**src/rtl/skinny_uart_pkg.sv**
```systemverilog
// Shared definitions for the SKINNY UART front end: controller states,
// frame geometry and the mask LFSR feedback rule.
package skinny_uart_pkg;

  typedef enum logic [1:0] {
    ST_RECV  = 2'd0,
    ST_START = 2'd1,
    ST_WAIT  = 2'd2,
    ST_SEND  = 2'd3
  } uart_state_t;

  localparam int FRAME_BYTES = 64;
  localparam int FIELD_BYTES = 16;
  localparam int OUT_BYTES   = 16;

  // Fibonacci taps 32,22,2,1 expressed as bit positions 31,21,1,0.
  localparam logic [31:0] LFSR_TAPS = 32'h8020_0003;

  // One Fibonacci step: shift left, feed the tap parity into bit 0.
  function automatic logic [31:0] lfsr_step(input logic [31:0] s);
    return {s[30:0], ^(s & LFSR_TAPS)};
  endfunction

endpackage

```
**src/rtl/skinny_mask_lfsr.sv**
```systemverilog
// Free-running 32-bit mask generator; the low byte masks incoming
// plaintext and TK3 bytes.
module skinny_mask_lfsr
  import skinny_uart_pkg::*;
#(
  parameter logic [31:0] SEED = 32'hACE1_2468
) (
  input  logic       clk_i,
  input  logic       rst_i,
  output logic [7:0] m_o
);

  logic [31:0] lfsr_q;

  // Step on every clock regardless of controller state; only reset re-seeds.
  always_ff @(posedge clk_i or posedge rst_i) begin
    if (rst_i) begin
      lfsr_q <= SEED;
    end else begin
      lfsr_q <= lfsr_step(lfsr_q);
    end
  end

  assign m_o = lfsr_q[7:0];

endmodule

```
**src/rtl/skinny_uart_ctrl.sv**
```systemverilog
// Byte-stream front end for the two-share SKINNY-128-384 core: collects a
// 64-byte frame, masks plaintext/TK3 into two shares, runs the core and
// streams the recombined 16-byte ciphertext back out.
module skinny_uart_ctrl
  import skinny_uart_pkg::*;
#(
  parameter logic [31:0] LFSR_SEED   = 32'hACE1_2468,
  parameter int          TIMEOUT_CYC = 1_000_000
) (
  input  logic         clk_i,
  input  logic         rst_i,
  input  logic [7:0]   rx_data_i,
  input  logic         rx_valid_i,
  output logic [7:0]   tx_data_o,
  output logic         tx_valid_o,
  input  logic         tx_ready_i,
  output logic [255:0] core_input_o,
  output logic [255:0] core_key_o,
  output logic [127:0] core_tweak1_o,
  output logic [127:0] core_tweak2_o,
  output logic         core_start_o,
  input  logic         core_done_i,
  input  logic [255:0] core_cipher_i,
  output logic         frame_err_o,
  output logic         rx_drop_o,
  output logic         busy_o
);

  localparam int IDLE_W = $clog2(TIMEOUT_CYC + 1);

  uart_state_t       state_q;
  logic [5:0]        idx_q;
  logic [IDLE_W-1:0] idle_q;
  logic              wait_first_q;
  logic [3:0]        out_idx_q;
  logic [119:0]      cipher_q;

  logic [127:0] pt0_q;
  logic [127:0] pt1_q;
  logic [127:0] tk1_q;
  logic [127:0] tk2_q;
  logic [127:0] tk30_q;
  logic [127:0] tk31_q;

  logic [7:0] tx_data_q;
  logic       tx_valid_q;
  logic       core_start_q;
  logic       frame_err_q;
  logic       rx_drop_q;
  logic       busy_q;

  logic [7:0]   mask;
  logic         accept;
  logic [7:0]   masked_d;
  logic [127:0] cipher_sum;

  skinny_mask_lfsr #(
    .SEED(LFSR_SEED)
  ) u_mask (
    .clk_i(clk_i),
    .rst_i(rst_i),
    .m_o  (mask)
  );

  assign accept     = rx_valid_i && (state_q == ST_RECV);
  assign masked_d   = rx_data_i ^ mask;
  assign cipher_sum = core_cipher_i[127:0] ^ core_cipher_i[255:128];

  // Shift each accepted byte into its field; after 16 bytes the first one
  // sits at [127:120]. Registers only move in RECV, so they hold still
  // while the core is running and the result is being sent.
  always_ff @(posedge clk_i or posedge rst_i) begin
    if (rst_i) begin
      pt0_q  <= '0;
      pt1_q  <= '0;
      tk1_q  <= '0;
      tk2_q  <= '0;
      tk30_q <= '0;
      tk31_q <= '0;
    end else if (accept) begin
      if (idx_q < 6'(FIELD_BYTES)) begin
        pt0_q <= {pt0_q[119:0], masked_d};
        pt1_q <= {pt1_q[119:0], mask};
      end else if (idx_q < 6'(2 * FIELD_BYTES)) begin
        tk1_q <= {tk1_q[119:0], rx_data_i};
      end else if (idx_q < 6'(3 * FIELD_BYTES)) begin
        tk2_q <= {tk2_q[119:0], rx_data_i};
      end else begin
        tk30_q <= {tk30_q[119:0], masked_d};
        tk31_q <= {tk31_q[119:0], mask};
      end
    end
  end

  // Controller: frame counting with idle timeout, start pulse, wait for the
  // core (skipping the stale done flag in the first WAIT cycle), then the
  // byte serializer. All handshake/status outputs are registered here.
  always_ff @(posedge clk_i or posedge rst_i) begin
    if (rst_i) begin
      state_q      <= ST_RECV;
      idx_q        <= '0;
      idle_q       <= '0;
      wait_first_q <= 1'b0;
      out_idx_q    <= '0;
      cipher_q     <= '0;
      tx_data_q    <= '0;
      tx_valid_q   <= 1'b0;
      core_start_q <= 1'b0;
      frame_err_q  <= 1'b0;
      rx_drop_q    <= 1'b0;
      busy_q       <= 1'b0;
    end else begin
      core_start_q <= 1'b0;
      frame_err_q  <= 1'b0;
      rx_drop_q    <= rx_valid_i && (state_q != ST_RECV);
      case (state_q)
        ST_RECV: begin
          if (rx_valid_i) begin
            idle_q <= '0;
            if (idx_q == 6'(FRAME_BYTES - 1)) begin
              idx_q        <= '0;
              state_q      <= ST_START;
              core_start_q <= 1'b1;
              busy_q       <= 1'b1;
            end else begin
              idx_q <= idx_q + 6'd1;
            end
          end else if (idx_q != 6'd0) begin
            if (idle_q == IDLE_W'(TIMEOUT_CYC)) begin
              frame_err_q <= 1'b1;
              idx_q       <= '0;
              idle_q      <= '0;
            end else begin
              idle_q <= idle_q + IDLE_W'(1);
            end
          end
        end
        ST_START: begin
          state_q      <= ST_WAIT;
          wait_first_q <= 1'b1;
        end
        ST_WAIT: begin
          if (wait_first_q) begin
            wait_first_q <= 1'b0;
          end else if (core_done_i) begin
            cipher_q   <= cipher_sum[119:0];
            tx_data_q  <= cipher_sum[127:120];
            tx_valid_q <= 1'b1;
            out_idx_q  <= '0;
            state_q    <= ST_SEND;
          end
        end
        ST_SEND: begin
          if (tx_valid_q && tx_ready_i) begin
            if (out_idx_q == 4'(OUT_BYTES - 1)) begin
              tx_valid_q <= 1'b0;
              tx_data_q  <= '0;
              state_q    <= ST_RECV;
              busy_q     <= 1'b0;
            end else begin
              out_idx_q <= out_idx_q + 4'd1;
              tx_data_q <= cipher_q[119:112];
              cipher_q  <= {cipher_q[111:0], 8'h00};
            end
          end
        end
        default: begin
          state_q <= ST_RECV;
        end
      endcase
    end
  end

  assign tx_data_o     = tx_data_q;
  assign tx_valid_o    = tx_valid_q;
  assign core_start_o  = core_start_q;
  assign frame_err_o   = frame_err_q;
  assign rx_drop_o     = rx_drop_q;
  assign busy_o        = busy_q;
  assign core_input_o  = {pt1_q, pt0_q};
  assign core_key_o    = {tk31_q, tk30_q};
  assign core_tweak1_o = tk1_q;
  assign core_tweak2_o = tk2_q;

endmodule

```
**config.mk**
```make
export PLATFORM = sky130hd
export DESIGN_NAME = skinny_uart_ctrl
export DESIGN_NICKNAME = d
export VERILOG_FILES = /design/src/rtl/skinny_uart_pkg.sv /design/src/rtl/skinny_mask_lfsr.sv /design/src/rtl/skinny_uart_ctrl.sv
export SDC_FILE = /design/constraint.sdc
export NUM_CORES = 2
export LEC_CHECK = 0
export ABC_AREA = 1
export CAP_MARGIN = 20
export CORE_AREA = 2 2 409 411
export CTS_BUF_LIST = sky130_fd_sc_hd__clkbuf_8
export CTS_CLUSTER_SIZE = 20
export DETAILED_ROUTE_END_ITERATION = 7
export DIE_AREA = 0 0 411 413
export PLACE_DENSITY = 0.43
export SYNTH_ARGS = -nofsm -noshare
export SYNTH_HDL_FRONTEND = slang
export SYNTH_SLANG_ARGS = --single-unit
```
**constraint.sdc**
```tcl
create_clock -name clk_i -period 38.4 [get_ports clk_i]
set_clock_uncertainty 0.15 [all_clocks]
set_input_delay 7.68 -clock clk_i [delete_from_list [all_inputs] [get_ports clk_i]]
set_output_delay 7.68 -clock clk_i [all_outputs]
set_load 0.01 [all_outputs]
```
# [Word level (Yosys, flattened, before mapping)]
# Cells that the tools add are included.
[totals] register_bits=966 latchBits=0 ramBits=0 romBits=0 in_bits=269 output_inout_bits=781 word_cells=111 n_memories=0
[op_classes] n_addsub=3 mul=0 div_mod_pow=0 magnitude_cmp=3 eq_ne=13 shifts=0 mux=45 n_bitwise=5 reduce_logical=23
[ops] cell="$mux W120" n=4
[ops] cell="$pmux W120 S2" n=1
[ops] cell="$xor A128 B128 Y128" n=1
[ops] cell="$mux W20" n=3
[ops] cell="$mux W8" n=4
[ops] cell="$reduce_xor A32 Y1" n=1
[ops] cell="$mux W6" n=4
[ops] cell="$add A20 B1 Y20 const B" n=1
[ops] cell="$eq A20 B20 Y1 const B" n=1
[ops] cell="$mux W4" n=4
[ops] cell="$pmux W8 S2" n=1
[ops] cell="$reduce_and A5 Y1" n=3
[ops] cell="$mux W1" n=13
[ops] cell="$lt A6 B6 Y1 const B" n=2
[ops] cell="$mux W2" n=6
[ops] cell="$ne A2 B2 Y1 const B" n=6
[ops] cell="$reduce_and A4 Y1" n=3
[ops] cell="$reduce_bool A2 Y1" n=6
[ops] cell="$pmux W2 S4" n=1
[ops] cell="$pmux W4 S2" n=1
[ops] cell="$xor A8 B8 Y8" n=1
[ops] cell="$add A6 B1 Y6 const B" n=1
[ops] cell="$eq A6 B6 Y1 const B" n=1
[ops] cell="$lt A6 B5 Y1 const B" n=1
[ops] cell="13 further kinds" n=22

# [Longest topological paths before layout]
[logic_depth] depth_word=5 mapped_depth=13 depth_no_buf=11

# [Cells and area by module]
# A second synthesis with hierarchy kept.
[hier_totals] hier_cells=4278 hier_area_um2=38664.6
[modules_own_cells] mod="skinny_uart_ctrl" instances=1 cells_per_inst=4218 area_each_um2=37709.9
[modules_own_cells] mod="skinny_mask_lfsr" instances=1 cells_per_inst=60 area_each_um2=954.7

# [Worst setup path before layout]
# No wires, ideal clock.
[synth_timing] path_kind="input-to-reg" start="in rx_valid_i" end="reg tk30_q[100]" setup_time_ns=0.117 arrival_ns=8.704 path_slack_ns=29.429 path_stages=8 cell_sequence="buf_2 nand2_1 nor2_1 inv_1 buf_2 buf_1 nand2_1 nand2_1"
[synth_via] elab_chain_len=2
[synth_rtl] item="from (decl)" line="skinny_uart_ctrl.sv:13" rtl="input logic rx_valid_i,"
[synth_rtl] item="$logic_and A1 B1 Y1" line="skinny_uart_ctrl.sv:65" rtl="assign accept = rx_valid_i && (state_q == ST_RECV);"
[synth_rtl] item="$reduce_and A4 Y1 (no source line)"
[synth_rtl] item="to (signal assigned)" line="skinny_uart_ctrl.sv:89" rtl="tk30_q <= {tk30_q[119:0], masked_d};"
[synth_rtl] item="to (decl)" line="skinny_uart_ctrl.sv:42" rtl="logic [127:0] tk30_q;"
# Every way passes these cells.
# A chain may end at the register's enable or synchronous reset.

# [Worst setup path in the final report]
[layout_timing] start="in rx_valid_i" end="reg tk30_q[1]"
# The elaborated chain is that of the path after synthesis.

==> flow_summary_export.csv <==
group,metric,value,unit
worst_hold_path,min_path_type,"reg2reg",
grt,grt_pass1_wl,225000,um
timing,period_share,29.4,%
clock_tree,cts_sinks,966,
setup_path,critPathLaunchType,"input port",
clock_tree,cts_max_level,4,
setup_path,cp-end-kind,"flop",
layout,synthToLayoutAreaGrowth,41.8,%
setup_path,rr_endpoint,"tk30_q[1]",
outcome,status,"complete, no violations",
setup_path,path_cells,"clkdlybuf4s50_1 > nand2_1 > nor2_4 > buf_4 > buf_4 > buf_4 > nand2_1 > nand2_1",
detailed_routing,routed-via-count,32200,
timing,finalSetupViolCount,0,
setup_path,cpPeakStageDelay,950,ps
die,die_y,413,um
clock_tree,clk_pin_slew,60,ps
synthesis,synth-edff-count,0,
timing,worst_pin_slew,1090,ps
layout,num-fill-cells,17500,
detailed_routing,drt_first_iter_violations,2132,
grt,grtUsageTotal,18.0,%
timing,drv_slew,0,
synthesis,yosysTopAreaCell,"dfrtp_1",
detailed_routing,ant_nets,0,
flow_run,cap_viol_max_count,0,
setup_path,r2r_start,"state_q[0]",
place,portBuffers,1049,
timing,fin_tns_setup,0,ps
setup_path,crit_type,"in2reg",
setup_path,r2r_setup_slack,33590,ps
clock_tree,cts_buffer_depth,3,
power,power_density,46.0,mW/mm2
worst_hold_path,hp-start,"u_mask.lfsr_q[14]",
timing,slew_headroom,27.6,%
timing,hold_viol,0,
clock_tree,cts_root_buf,"clkbuf_8",
synthesis,synth.distinct_cells,37,
place,placed_cell_area,0.0511,mm2
synthesis,synth_cells,4253,
place,placedCellCount,7314,
setup_path,cp.depth,8,
clock_tree,cts-resized-gates,0,
synthesis,yosys_most_used_dff,"dfrtp_1",
grt,grt_pass1_vias,31900,
clock_tree,cts_tree,"done",
setup_path,reg2reg_depth,9,
clock_tree,cts_setup_buffers,0,
synthesis,ys_top_cells_by_area,"dfrtp_1 (62%), nand2_1 (13%), o21ai_0 (9.0%)",
layout,layoutNonFillerInstCount,7652,
synthesis,syn_avg_cell_area,9.09,um2
worst_hold_path,holdPathStages,0,
power,vdd_ir_drop_max,33.3,uV
setup_path,crit_family,"buffers and inverters",
setup_path,cp_data_arrival_time,11990,ps
die,core_area,0.166,mm2
detailed_routing,route.detailed.drc,0,
power,leakage,26.0,nW
timing,min_period,11300,ps
clock_tree,cts_made_buffers,181,
detailed_routing,drt_wl_total,156000,um
layout,nNetsFinal,5573,
synthesis,ys_warn_count,0,
detailed_routing,avgRoutedWirePerCell,20.4,um
place,place_hpwl,116000,um
grt,antenna_found_initial,11,
grt,grt_overflow,0,
detailed_routing,vias_per_cell,4.20,
setup_path,path_buf_inv,4,
clock_tree,insertion_delay,910,ps
synthesis,ys_seq_area_share,62.6,%
setup_path,critPathRequiredTime,39090,ps
die,rows,150,
die,die-area,0.170,mm2
layout,drive_gt1_share,6.34,%
layout,fin_area,0.0548,mm2
grt,grt_max_degree,170,
timing,hold_ws,192,ps
synthesis,synth_nets,4531,
clock_tree,ctsHoldBuffers,0,
setup_path,cp_max_fo,96,
synthesis,synth-async-reset-ratio,100,%
synthesis,synth.cell_area,0.0386,mm2
timing,fmax,88.5,MHz
die,io_pins,1050,
place,gp_congestion,0.850,
die,dieWidth,411,um
die,start_util,23.3,%
timing,rsz0062_at_grt,"no",
setup_path,slowest_stage,"buf_4",
detailed_routing,drtPass1Iterations,5,
synthesis,synth_top_area_share,61.7,%
worst_hold_path,min_to,"u_mask.lfsr_q[15]",
synthesis,ys_ff_latch,966,
## sequential cells by signal, indices dropped and copies added (netlist names)
name,flops
tk30_q,128
cipher_q,120
tk31_q,128
pt0_q,128
tx_data_o,8
tx_valid_o,1
core_tweak2_o,128
idx_q,6
idle_q,20
pt1_q,128
rx_drop_o,1
core_tweak1_o,128
out_idx_q,4
u_mask.lfsr_q,32
busy_o,1
wait_first_q,1
state_q,2
frame_err_o,1
core_start_o,1
## layout by cell type (no fill, tap or decap), types with 9 or more instances in the layout
cell type        instances
clkbuf_8               219
xor2_1                  25
clkdlybuf4s50_1       1049
o21ai_2                 21
o22ai_1                  9
dfrtp_1                953
mux2_2                  16
clkinv_2                13
dfstp_2                 13
xnor2_1                 10
a21oi_1                227
nand3_1                 27
inv_1                  497
buf_4                   29
o21ai_1                 49
o21ai_0                693
nor2_1                 172
nand2_1               1353
nand4_1                 11
## routing by layer
metal | track usage, % | share of wire [%]
met1 | 22.2 | 42
met2 | 29.0 | 47
met3 | 6.71 | 8.5
met4 | 5.87 | 2.6
met5 | 0 | 0
## how the worst max path moves through the flow
stage	startpoint	to	slack, ps
CTS	rst_i	tk30_q[31]	27100
floorplan	rst_i	busy_o	3420
detailed placement	rst_i	core_tweak2_o[105]	26000
global placement	rst_i	core_tweak2_o[105]	26010
finish	rx_valid_i	tk30_q[1]	27100
global route	rst_i	tk30_q[31]	26530
## worst register-to-register path, stage by stage, from the launching register on
cell     delay [ps]
dfrtp_1         420
inv_1           120
ha_1            410
nand2_1         230
nor2_4          600
buf_4           780
buf_4          1000
buf_4           780
nand2_1         200
nand2_1          80
## logic make-up after synthesis
family	Yosys count	share of synthesized area, %
AND/OR/NAND/NOR	1582	15.7
adder cells (fa/ha/maj)	9	0.291
multiplexers	16	0.466
buffers and inverters	642	6.92
XOR/XNOR	35	0.793
AO/OA/AOI/OAI	1003	13.2
flip-flops	966	62.6
## where the power goes
group / switching (mW) / internal (mW)
Clock: 0.469 / 0.525
Sequential: 0.0662 / 1.09
Combinational: 0.197 / 0.174
## cells in the mapped netlist, types with 2 or more instances
library cell and number:
nand3b_1 2, nand2_1 1355, nand2_4 2, mux2_2 16, buf_6 14, nand4_1 11
xor2_1 25, o21ai_2 21, nand3_1 28, buf_1 13, buf_4 3, xnor2_1 10
nor3_1 6, o21ai_1 49, buf_2 108, o21ai_0 693, inv_2 4, ha_1 9
dfrtp_1 953, a21oi_1 227, dfstp_2 13, clkbuf_1 84, o22ai_1 9, nor2_1 173
inv_1 413
## per-stage QoR
step           total power, mW  util, %  setup slack (ps)
6_report                  2.52     33.0             27100
5_1_grt                   2.66     33.0             26530
4_1_cts                   2.57     33.0             27100
3_5_place_dp              1.55     30.8             26000
3_3_place_gp              1.55     30.8             26010
2_1_floorplan             1.28        -              3420
## final cells by class
type | instances | area, um2 | area share [%]
inverter | 419 | 1600 | 2.92
tap | 2204 | 2760 | 5.03
timing repair buffer | 1082 | 10800 | 19.7
clock buffer | 219 | 3010 | 5.50
sequential | 966 | 24200 | 44.1
multi-input combinational | 2645 | 11800 | 21.6
antenna | 5 | 12.5 | 0.0228
clock inverter | 112 | 583 | 1.06
Power figures use the tool's default switching activity.
